`config.mk`:
```
export PLATFORM = sky130hd
export DESIGN_NAME = if_cic_decim
export DESIGN_NICKNAME = d
export VERILOG_FILES = /design/src/rtl/if_cic_decim.sv
export SDC_FILE = /design/constraint.sdc
export NUM_CORES = 1
export LEC_CHECK = 0
export BUFFER_PORTS_ARGS = -buffer_cell sky130_fd_sc_hd__buf_2
export CORE_ASPECT_RATIO = 0.9
export CORE_MARGIN = 4
export CORE_UTILIZATION = 55
export CTS_CLUSTER_DIAMETER = 50
export DETAILED_ROUTE_END_ITERATION = 8
export PLACE_DENSITY = 0.78
export SLEW_MARGIN = 20
export SYNTH_ARGS = -nofsm -noshare
export SYNTH_HDL_FRONTEND = slang
export SYNTH_SLANG_ARGS = --single-unit
```
`constraint.sdc`:
```
create_clock -name clk -period 4.6 [get_ports clk]
set_input_delay 1.15 -clock clk [delete_from_list [all_inputs] [get_ports clk]]
set_output_delay 1.15 -clock clk [all_outputs]
set_load 0.02 [all_outputs]
```
`src/rtl/if_cic_decim.sv`:
```
// if_cic_decim: N-stage CIC decimator with programmable gain shift and output saturation
module if_cic_decim #(
   parameter int IN_W   = 4,
   parameter int OUT_W  = 6,
   parameter int STAGES = 3,
   parameter int DECIM  = 8
) (
   input  logic             clk,
   input  logic             rst_n,
   input  logic [IN_W-1:0]  in_sample,
   input  logic             in_valid,
   input  logic [1:0]       gain_spi,
   output logic [OUT_W-1:0] out_sample,
   output logic             out_valid
);
   localparam int LD    = $clog2(DECIM);
   localparam int ACC_W = IN_W + STAGES*LD;
   localparam int SW    = $clog2(ACC_W) + 1;
   localparam logic signed [ACC_W-1:0] MAXV = ACC_W'((2**(OUT_W-1)) - 1);
   localparam logic signed [ACC_W-1:0] MINV = ~MAXV;
   logic signed [ACC_W-1:0] integ [STAGES];
   logic signed [ACC_W-1:0] dly   [STAGES];
   logic signed [ACC_W-1:0] x     [STAGES+1];
   logic signed [ACC_W-1:0] y;
   logic [OUT_W-1:0] sat;
   logic [SW-1:0] sh;
   logic [LD-1:0] cnt;
   logic strobe;
   assign strobe = in_valid && cnt == LD'(DECIM-1);
   assign x[0] = integ[STAGES-1];
   for (genvar i = 0; i < STAGES; i++) begin : g_comb
      assign x[i+1] = x[i] - dly[i];
   end
   assign sh  = SW'(ACC_W-OUT_W) - SW'({gain_spi, 1'b0});
   assign y   = x[STAGES] >>> sh;
   assign sat = y > MAXV ? OUT_W'(MAXV) : y < MINV ? OUT_W'(MINV) : OUT_W'(y);
   always_ff @(posedge clk) begin
      if (!rst_n) begin
         for (int k = 0; k < STAGES; k++) begin
            integ[k] <= '0;
            dly[k]   <= '0;
         end
         cnt        <= '0;
         out_sample <= '0;
         out_valid  <= 1'b0;
      end else begin
         out_valid <= strobe;
         if (in_valid) begin
            integ[0] <= integ[0] + ACC_W'($signed(in_sample));
            for (int k = 1; k < STAGES; k++) integ[k] <= integ[k] + integ[k-1];
            cnt <= cnt + 1'b1;
         end
         if (strobe) begin
            for (int k = 0; k < STAGES; k++) dly[k] <= x[k];
            out_sample <= sat;
         end
      end
   end
endmodule

```
---- After elaboration in Yosys (flattened, before gate mapping) ----
Memories as Yosys holds them, arrays and structs flattened.
Cells that the tools add are included.
storage, ports and cells
  flip-flop bits (word level) ............. 10
  RAM bits ................................ 78
  output and inout port bits .............. 7
  word-level logic and storage cells ...... 39
  memories kept ........................... 2
memories
  memory  words  width  read ports  clocked after memory_dff  wr ports  line  text
  dly     3      13     3           0                         3         22    logic signed [ACC_W-1:0] dly [STAGES];
  integ   3      13     3           0                         3         21    logic signed [ACC_W-1:0] integ [STAGES];
cells by class
  add/sub/neg operators ................... 8
  magnitude comparators ................... 2
  equality and inequality tests ........... 1
  shift operators ......................... 1
  muxes and demuxes ....................... 15
  bitwise gates (word level) .............. 6
  reductions and logical operators ........ 1
operator list
  kind                                                 count
  two-way mux 13 bit                                   6
  subtractor 13 bit                                    3
  adder 13 bit                                         2
  adder 13 x 4 -> 13 bit                               1
  > comparator 13 x 6 -> 1 bit, second input constant  1
  < comparator 13 x 6 -> 1 bit, second input constant  1
  >>> shifter 13 x 5 -> 13 bit                         1
  two-way mux 6 bit                                    2
  two-way mux 1 bit                                    7
  bitwise OR 1 bit                                     6
  subtractor 3 x 3 -> 4 bit, first input constant      1
  adder 3 x 1 -> 3 bit, second input constant          1
  == test 3 bit, second input constant                 1
  logical AND 1 bit                                    1

---- Logic depth before layout (Yosys ltp) ----
Gate-level depths: netlist of run 1.
  depth after elaboration ................. 7
  mapped depth ............................ 25
  depth with buffers taken out ............ 25

---- Worst setup path before layout of run 1 ----
OpenSTA, ideal clock, no wires.
  path type ............................... register -> register
  start point ............................. memory integ[0][26] (netlist bit)
  end point ............................... register out_sample[2]
  library setup time ...................... 79 ps
  arrival time ............................ 4434 ps
  setup slack ............................. 86 ps
  cell stages (with the launch flop) ...... 24
  path buffers ............................ 0
  clock period less this slack ............ 4514 ps
  cell sequence ........................... edfxtp_1 > inv_1 > ha_1 > inv_1 > fa_1 > a211oi_1 > o21bai_1 > a21oi_1 > xnor2_1 > ha_1 > o21a_1 > o31a_1 > o31a_1 > a21oi_1 > ha_1 > nand2_1 > nor3_1 > a221oi_1 > a21oi_1 > xor2_1 > nand3_1 > a311oi_1 > o21ai_2 > a22oi_1
RTL lines
  element                 line  text
  start: declaration      21
  end signal: assignment  55    out_sample <= sat;
  end: declaration        13    output logic [OUT_W-1:0] out_sample,

==> results of run 1 <==
## cells by family after synthesis
group	after synthesis
flops	88
compound gates	156
xor+xnor	45
fa+ha+maj	79
buf+inv	85
mux	13
simple gates	217
## per-layer routing
metal,global-route usage [%],vias to the layer above
li1,-,2557
met1,24.1,2422
met2,37.0,84
met3,4.98,32
met4,5.97,0
met5,0,-
## state kept, by name (all words and copies together) (netlist names)
register    cells
dly            39
integ          39
out_sample      6
out_valid       1
cnt             3
## path summary, 6_finish.rpt
path	to	slack, ns	depth (start not counted)
setup / recovery	out_sample[1]$_SDFFE_PN0P_	-0.21	25
hold / removal	out_sample[5]$_SDFFE_PN0P_	0.47	2
setup reg to reg	out_sample[1]$_SDFFE_PN0P_	-0.21	25
hold reg to reg	out_sample[5]$_SDFFE_PN0P_	0.47	2
## worst max-delay path: cells and delay by family (launching register included)
| family | cells | cell delay, ns |
|---|---|---|
| AO/OA/AOI/OAI | 11 | 2.10 |
| adder cells (fa/ha/maj) | 4 | 1.13 |
| XOR/XNOR | 3 | 0.49 |
| AND/OR/NAND/NOR | 5 | 0.45 |
| flip-flops | 1 | 0.42 |
| buffers and inverters | 2 | 0.14 |
## placed cells by master (no fill, tap or decap), types with 3 or more instances in the layout
| cell | count |
|---|---|
| a211o_1 | 4 |
| o21a_1 | 10 |
| nand2_1 | 33 |
| o31a_1 | 3 |
| mux2i_1 | 12 |
| nor2b_1 | 14 |
| a21boi_0 | 11 |
| clkbuf_16 | 9 |
| or3_1 | 9 |
| a21oi_1 | 31 |
| ha_4 | 4 |
| nand2_2 | 5 |
| o21ai_1 | 5 |
| nand2b_1 | 10 |
| o21ai_0 | 40 |
| nor2_1 | 51 |
| buf_4 | 51 |
| nor3b_1 | 8 |
| fa_1 | 5 |
| a22oi_2 | 3 |
| nor3_2 | 5 |
| nor3_1 | 23 |
| a21oi_2 | 10 |
| and2_1 | 32 |
| buf_6 | 3 |
| buf_2 | 15 |
| xnor2_2 | 6 |
| a2111oi_0 | 3 |
| inv_1 | 70 |
| o21ai_2 | 6 |
| xnor2_1 | 22 |
| ha_1 | 69 |
| a21o_1 | 7 |
| nor2_2 | 4 |
| nand3_1 | 5 |
| xor2_1 | 15 |
| inv_2 | 3 |
| and3_1 | 6 |
| dfxtp_1 | 10 |
| edfxtp_1 | 78 |
## synthesized netlist by cell type (all sizes together), types with 5 or more instances
cell / instances
nor2b: 15
xor2: 16
edfxtp: 78
nor3: 29
xnor2: 28
clkbuf: 11
nor2: 55
nand2: 38
ha: 73
a21o: 7
mux2i: 12
nor3b: 9
nand2b: 11
and3: 6
or3: 9
dfxtp: 10
a21boi: 14
and2: 33
o21ai: 53
o21a: 10
a22oi: 5
a21oi: 41
fa: 6
inv: 73
nand3: 6
## repair_timing
| action | in CTS | in global routing |
|---|---|---|
| setup endpoints to repair | 6 | 6 |
| hold buffers | 0 | 0 |
| setup buffers | 9 | 11 |
| resized for setup | 20 | 63 |
| endpoints found under the hold margin | 0 | 0 |
| pin swaps | 21 | 33 |
## area by class of cell
class	count	area (µm²)	area share, %
sequential	88	2540	32.7
clock inverter	5	57.6	0.739
tap	156	195	2.51
inverter	73	274	3.52
timing repair buffer	69	492	6.32
clock buffer	11	233	2.99
multi-input combinational	510	3990	51.3
## per-stage QoR
stage,total power [mW],cells,hold WS [ns],setup slack [ns]
2_1_floorplan,2.30,683,0.487,0.0862
3_3_place_gp,2.77,877,0.434,-0.293
3_5_place_dp,2.86,877,0.473,-0.510
4_1_cts,3.70,902,0.487,-0.181
5_1_grt,4.36,912,0.496,-0.432
6_report,4.09,912,0.467,-0.206
## power by group
part	internal [mW]	total, mW	switching (mW)
Clock	0.421	0.737	0.316
Combinational	1.14	2.39	1.24
Sequential	0.930	0.967	0.0362
==> reports/metrics.cfg, run 1 <==
[outcome]
status=complete, but fails checks
failed_checks=setup timing

[place]
placed_cell_area_um2=7020
io_buffers=15
gp_congestion=0.817
place_hpwl_mm=9.48

[critical_path]
crit_required_ns=4.87
crit_path_max_incr_delay_ns=0.42
worstSetupEndpointType=flip-flop
slowest_stage=edfxtp_1
cp_max_fo=5
cp-startpoint=integ[0][26]$_SDFFCE_PN0P_
critPathArrivalTime_ns=5.07
start_kind=flip-flop
critical_path_class=reg2reg
r2r-start=integ[0][26]$_SDFFCE_PN0P_

[clock_network]
cts_tree=done
htree_levels=3
cts_sinks=88
clk_pin_slew_ns=0.06
cts_buffers=9
clockRootBuffer=clkbuf_16
clock_latency_ns=0.35
clockBufferDepth=2

[floorplan]
start_util_pct=56.7
dieWidth_um=123
dieArea_um2=13700
die_y_um=111
design.core.area_um2=11500
ios=16
row_count=37

[synthesis]
synth_top_area_cell=edfxtp_1
synth_compound_area_share_pct=14.8
syn-num-nets=771
syn_area_um2=6540
ys_types=53
async_flop_share_pct=0
syn_inst=683
synth_top_family_by_area=simple AND/OR/NAND/NOR gates
synth_ff_type=edfxtp_1
synth.yosys.seq_area_share_pct=38.9
synth_edf_count=78
postSynthAreaPerCell_um2=9.58
synth_simple_gate_area_share_pct=16.9
synth_top_cell_area_share_pct=35.8
synth_fa_ha_area_share_pct=15.8
ys_ff_latch=88
yosys.area_share.xor_xnor_pct=6.35
muxShareOfSynthArea_pct=2.24
synth_warnings=0
synth_area_leaders=edfxtp_1 36%, ha_1 14%, inv_1 4.2%

[power]
vdd_drop_max_mv=0.275
p_per_area_nw_per_um2=525
p_leak_nw=3.39

[cells_and_area]
nets=839
syn_to_final_growth_pct=19.0
utilization_pct=67.5
n_fill_cell=824
diodes=0
drive_above_1_share_pct=19.8
fin_area_um2=7780

[routing]
num_vias=5095
drt_iter0_drc=232
wl_met1_mm=5.81
highest_layer=met4
dr.pass1.iters=5
wl_met2_mm=7.04
wire_per_inst_um=15.0
drcViolationCount=0
viasPerCell=5.59
drt_wl_total_mm=13.6
ant_nets=0
dr_wl_met3_um=451

[sta]
drv_slew=0
skew_ns=0.00696
hold_viol_final=0
fin_setup_tns_ns=-0.980
finalCriticalPeriod_ns=4.81
rsz0062_at_grt=yes
max_freq_ghz=0.208
tightest_slew_ns=0.995
setup_slack_ns=-0.206
finalCritPeriodShare_pct=104
max_slew_margin_pct=33.6
setup_viol=5

[global_routing]
grt_overflow=0
antenna_found_initial=0
grt_pass1_vias=5114
grt_max_degree=40
grt_usage_pct=20.6
grt_pass1_wl_mm=23.0

[min_path]
min_from=out_sample[5]$_SDFFE_PN0P_
worstHoldPathType=reg2reg

[flow_run]
drv_cap=0

No activity file was read; power rests on OpenSTA's default activity.
==> run 2, diff against run 1 <==
--- a/config.mk
+++ b/config.mk
@@ -5,6 +5,7 @@
 export SDC_FILE = /design/constraint.sdc
 export NUM_CORES = 1
 export LEC_CHECK = 0
+export ABC_AREA = 1
 export BUFFER_PORTS_ARGS = -buffer_cell sky130_fd_sc_hd__buf_2
 export CORE_ASPECT_RATIO = 0.9
 export CORE_MARGIN = 4
==> reports/metrics.cfg, run 2 <==
[routing]
drcViolationCount=0
viasPerCell=5.20
wire_per_inst_um=12.4
drt_wl_total_mm=12.8
num_vias=5354
dr.pass1.iters=5
ant_nets=0
drt_iter0_drc=195

[power]
p_per_area_nw_per_um2=512
vdd_drop_max_mv=0.230
report.power.total_mw=3.94
p_leak_nw=3.75

[synthesis]
synth_common_cells=157 x inv_1, 115 x nand2_1, 83 x nor2_1
synth_warnings=0
synth_area_leaders=edfxtp_1 36%, ha_1 14%, inv_1 9.0%
synth_edf_count=78
ys_ff_latch=88
syn_area_um2=6580
synth_top_area_cell=edfxtp_1
ys_types=37
synth.yosys.seq_area_share_pct=38.6
yosysMostFrequentCell=inv_1
postSynthAreaPerCell_um2=8.15
syn-num-nets=896
synth_ff_type=edfxtp_1
syn_inst=808
async_flop_share_pct=0
synth_top_cell_area_share_pct=35.6

[floorplan]
start_util_pct=56.9
dieWidth_um=123
ios=16
design.core.area_um2=11600
die_y_um=112
dieArea_um2=13800
row_count=37

[critical_path]
rrSetupSlack_ns=-0.15
start_kind=flip-flop
r2r-start=integ[0][26]$_SDFFCE_PN0P_
cp_max_fo=3
crit_required_ns=4.83
slowest_stage=edfxtp_1
r2r_end=out_sample[3]$_SDFFE_PN0P_
critical_path_class=reg2reg
critPathArrivalTime_ns=4.97
worstSetupEndpointType=flip-flop
crit_top_cell=nand2_1
crit_path_max_incr_delay_ns=0.40
ff2ff_path_depth=33

[sta]
rsz0062_at_grt=yes
max_freq_ghz=0.211
setup_viol=5
skew_ns=0.00774
tightest_slew_ns=1.03
max_slew_margin_pct=31.4
finalCriticalPeriod_ns=4.75
finalCritPeriodShare_pct=103
hold_viol_final=0
fin_setup_tns_ns=-0.635
drv_slew=0
setup_slack_ns=-0.146

[place]
gp_congestion=0.811
placed_cell_area_um2=7080
place_hpwl_mm=8.81
io_buffers=15

[clock_network]
htree_levels=3
clk_pin_slew_ns=0.06
cts_buffers=9
cts_tree=done
cts_sinks=88
clockBufferDepth=2
clockRootBuffer=clkbuf_16
clock_latency_ns=0.34

[min_path]
hold_path_depth=2
min_from=out_sample[1]$_SDFFE_PN0P_
hold_path_end=out_sample[1]$_SDFFE_PN0P_
worstHoldPathType=reg2reg

[flow_run]
drv_cap=0

[cells_and_area]
drive_above_1_share_pct=16.9
fin_area_um2=7690
final_cell_mix=152 x inv_1, 109 x nand2_1, 80 x nor2_1
final_common_cell=inv_1
top_regs=dly (39), integ (39), out_sample (6)
diodes=0
nets=958
syn_to_final_growth_pct=16.9

[outcome]
status=complete, but fails checks
failed_checks=setup timing

[global_routing]
grt_pass1_wl_mm=21.8
grt_overflow=0
antenna_found_initial=0
grt_usage_pct=19.1
grt_max_degree=42
grt_pass1_vias=5142

[run 2: cell types whose count changed after synthesis, moves of 12 or more]
cell / delta
a21boi_0: -13
a21oi_1: +35
and2_1: -32
inv_1: +84
mux2i_1: -12
nand2_1: +77
nand3_1: +34
nor2_1: +28
nor2b_1: -14
nor3_1: -20
xnor2_1: -22
[run 2: repair_timing]
item	4_1_cts	5_1_grt
setup buffers	9	2
pin swaps	5	13
hold buffers	0	0
gates resized for setup	26	29
endpoints found under the setup margin	5	6
[run 2: worst max path at each step]
stage	cells past startpoint	endpoint	startpoint
global route	36	out_sample[3]$_SDFFE_PN0P_	integ[0][26]$_SDFFCE_PN0P_
floorplan	36	out_sample[3]$_SDFFE_PN0P_	integ[0][26]$_SDFFCE_PN0P_
detailed placement	35	out_sample[3]$_SDFFE_PN0P_	integ[0][26]$_SDFFCE_PN0P_
global placement	33	out_sample[3]$_SDFFE_PN0P_	integ[0][26]$_SDFFCE_PN0P_
finish	33	out_sample[3]$_SDFFE_PN0P_	integ[0][26]$_SDFFCE_PN0P_
CTS	36	out_sample[3]$_SDFFE_PN0P_	integ[0][26]$_SDFFCE_PN0P_
[run 2: final cells by class]
cell class              instances  area [µm²]
clock buffers                  11         233
repair buffers                 62         428
well taps                     156         195
fillers                       953        3880
inverters                     158         596
clock inverters                 4        70.1
flip-flops and latches         88        2540
multi-input cells             551        3630
[run 2: critical path: cells and delay by family (launching register included)]
| family | cells | cell delay (ns) |
|---|---|---|
| flops | 1 | 0.40 |
| fa+ha+maj | 4 | 1.10 |
| xor+xnor | 1 | 0.16 |
| compound gates | 11 | 1.60 |
| buf+inv | 4 | 0.37 |
| simple gates | 13 | 1.00 |
[run 2: cell families (layout without fill, tap and decap cells)]
group                    Yosys count  in the layout  share of synthesized area (%)
AO/OA/AOI/OAI                    168            168                           13.9
flip-flops                        88             88                           38.6
adder cells (fa/ha/maj)           79             79                           15.7
buffers and inverters            169            235                           9.64
AND/OR/NAND/NOR                  277            277                           18.5
XOR/XNOR                          27             27                           3.59
[run 2: where the power goes]
| group | switching, mW | internal, mW | total, mW |
|---|---|---|---|
| combinational | 1.26 | 0.960 | 2.22 |
| sequential | 0.0341 | 0.928 | 0.962 |
| clock | 0.284 | 0.471 | 0.755 |
| total | 1.58 | 2.36 | 3.94 |
[run 2: per-stage QoR]
stage               instances  setup slack [ns]  hold slack (ns)  utilization, %
floorplan                 808            0.0518            0.449               -
global placement         1004           -0.0879            0.444            61.2
detailed placement       1004            -0.203            0.454            61.2
CTS                      1028           -0.0162            0.465            65.3
global route             1030            -0.541            0.491            66.5
finish                   1030            -0.146            0.463            66.5
[run 2: metal layers]
layer  vias up  part of all wire, %  global-route usage, %  wire, µm
li1       2800                    -                      -         -
met1      2482                   45                   23.0      5760
met2        59                   51                   35.0      6510
met3        13                  2.5                   4.06       319
met4         0                  1.3                   3.62       163
met5         -                    0                      0         0
==> run 3, diff against run 2 <==
--- a/config.mk
+++ b/config.mk
@@ -10,9 +10,10 @@
 export CORE_ASPECT_RATIO = 0.9
 export CORE_MARGIN = 4
 export CORE_UTILIZATION = 55
+export CTS_BUF_LIST = sky130_fd_sc_hd__clkbuf_2
 export CTS_CLUSTER_DIAMETER = 50
 export DETAILED_ROUTE_END_ITERATION = 8
-export PLACE_DENSITY = 0.78
+export PLACE_DENSITY = 0.75
 export SLEW_MARGIN = 20
 export SYNTH_ARGS = -nofsm -noshare
 export SYNTH_HDL_FRONTEND = slang
==> constraint.sdc (replaced) <==
create_clock -name clk -period 5.1 [get_ports clk]
set_input_delay 1.275 -clock clk [delete_from_list [all_inputs] [get_ports clk]]
set_output_delay 1.275 -clock clk [all_outputs]
set_load 0.02 [all_outputs]
==> reports/metrics.cfg, run 3 (synthesis gave the netlist of run 2 again) <==
[cells_and_area]
final_common_cell=inv_1
nets=925
regArea_um2=2540
syn_to_final_growth_pct=11.6
layoutNonFillerInstCount=998
n_fill_cell=950
top_regs=dly (39), integ (39), out_sample (6)
drive_above_1_share_pct=15.0
utilization_pct=63.5
multi_input_area_um2=3710
diodes=0
final_cell_mix=152 x inv_1, 110 x nand2_1, 79 x nor2_1

[clock_network]
cts_tree=done
cts_sinks=88
cts_buffers=9
htree_levels=3
clockBufferDepth=2
clk_pin_slew_ns=0.24
clock_latency_ns=0.56
clockRootBuffer=clkbuf_2

[critical_path]
start_kind=flip-flop
slowest_stage=edfxtp_1
critPathArrivalTime_ns=5.33
crit_path_max_incr_delay_ns=0.45
crit_top_cell=nand2_1
critical_path_class=reg2reg
worstSetupEndpointType=flip-flop
crit_required_ns=5.57
cp_max_fo=5

[global_routing]
grt_overflow=0
grt_pass1_vias=5177
grt_usage_pct=19.4
grt_pass1_wl_mm=22.1
grt_max_degree=42
antenna_found_initial=0

[sta]
finalCriticalPeriod_ns=4.86
finalCritPeriodShare_pct=95.4
skew_ns=0.0247
max_slew_margin_pct=33.4
rsz0062_at_grt=yes
setup_viol=0
hold_viol_final=0
max_freq_ghz=0.206
fin_setup_tns_ns=0
tightest_slew_ns=0.998
drv_slew=0

[min_path]
worstHoldPathType=reg2reg

[floorplan]
design.core.area_um2=11600
ios=16
row_count=37
start_util_pct=56.9
die_y_um=112
dieArea_um2=13800
dieWidth_um=123

[place]
dpl.cell_count=973
gp_congestion=0.843
io_buffers=15
place_hpwl_mm=9.44

[routing]
wire_per_inst_um=13.1
num_vias=5274
drcViolationCount=0
drt_iter0_drc=261
ant_nets=0
drt_wl_total_mm=13.0
viasPerCell=5.28
dr.pass1.iters=5

[power]
p_per_area_nw_per_um2=426
report.power.total_mw=3.13
p_leak_nw=3.53
vdd_drop_max_mv=0.206

[flow_run]
drv_cap=0

[outcome]
status=finished clean

-- run 3: changes by cell type in the layout (fill, tap and decap cells not counted), sizes merged --
cell / delta
clkinvlp: +1
inv: +2
bufinv: -1
clkbuf: -2
buf: -33
clkinv: +1
-- run 3: power breakdown --
group / switching, mW / leakage [nW] / internal, mW
Sequential: 0.0321 / 0.914 / 0.836
Clock: 0.249 / 0.0701 / 0.113
Combinational: 1.16 / 2.55 / 0.743
-- run 3: path summary, 6_finish.rpt --
check	to	cells after the start	slack [ns]	start
setup / recovery	out_sample[3]$_SDFFE_PN0P_	32	0.24	integ[0][26]$_SDFFCE_PN0P_
hold / removal	out_sample[1]$_SDFFE_PN0P_	2	0.47	out_sample[1]$_SDFFE_PN0P_
setup reg to reg	out_sample[3]$_SDFFE_PN0P_	32	0.24	integ[0][26]$_SDFFCE_PN0P_
hold reg to reg	out_sample[1]$_SDFFE_PN0P_	2	0.47	out_sample[1]$_SDFFE_PN0P_
-- run 3: final cells by class --
type / instances / share of cell area [%]
multi-input cells: 551 / 50.5
well taps: 156 / 2.66
flip-flops and latches: 88 / 34.6
inverters: 158 / 8.21
repair buffers: 29 / 2.50
clock inverters: 7 / 0.937
clock buffers: 9 / 0.613
-- run 3: what timing repair did --
item / CTS / global route
pin swaps: 0 / 19
hold buffers: 0 / 0
endpoints found under the setup margin: 5 / 6
buffers inserted: 1 / 8
gates resized for setup: 2 / 76
-- run 3: stage by stage --
| step | hold WS (ns) | area, µm² | worst slack [ns] |
|---|---|---|---|
| after global routing | 0.494 | 7340 | -0.161 |
| final | 0.465 | 7340 | 0.236 |
| after floorplan | 0.449 | 6580 | 0.347 |
| after global placement | 0.437 | 6850 | 0.200 |
| after detailed placement | 0.442 | 6850 | -0.0673 |
| after CTS | 0.472 | 6970 | 0.0157 |
-- run 3: routing by layer --
metal	wire [µm]	GRT usage (%)	share of wire (%)	up-vias
met5	0	0	0	-
met4	233	6.35	1.8	0
met3	288	3.45	2.2	22
met2	6840	36.1	52	69
met1	5680	22.1	44	2445
li1	-	-	-	2738
-- run 3: critical path, delay by kind of cell (launching register included) --
family	cells	cell delay, ns
xor+xnor	1	0.27
flops	1	0.45
buf+inv	3	0.22
simple gates	13	1.03
compound gates	11	1.63
fa+ha+maj	4	1.20
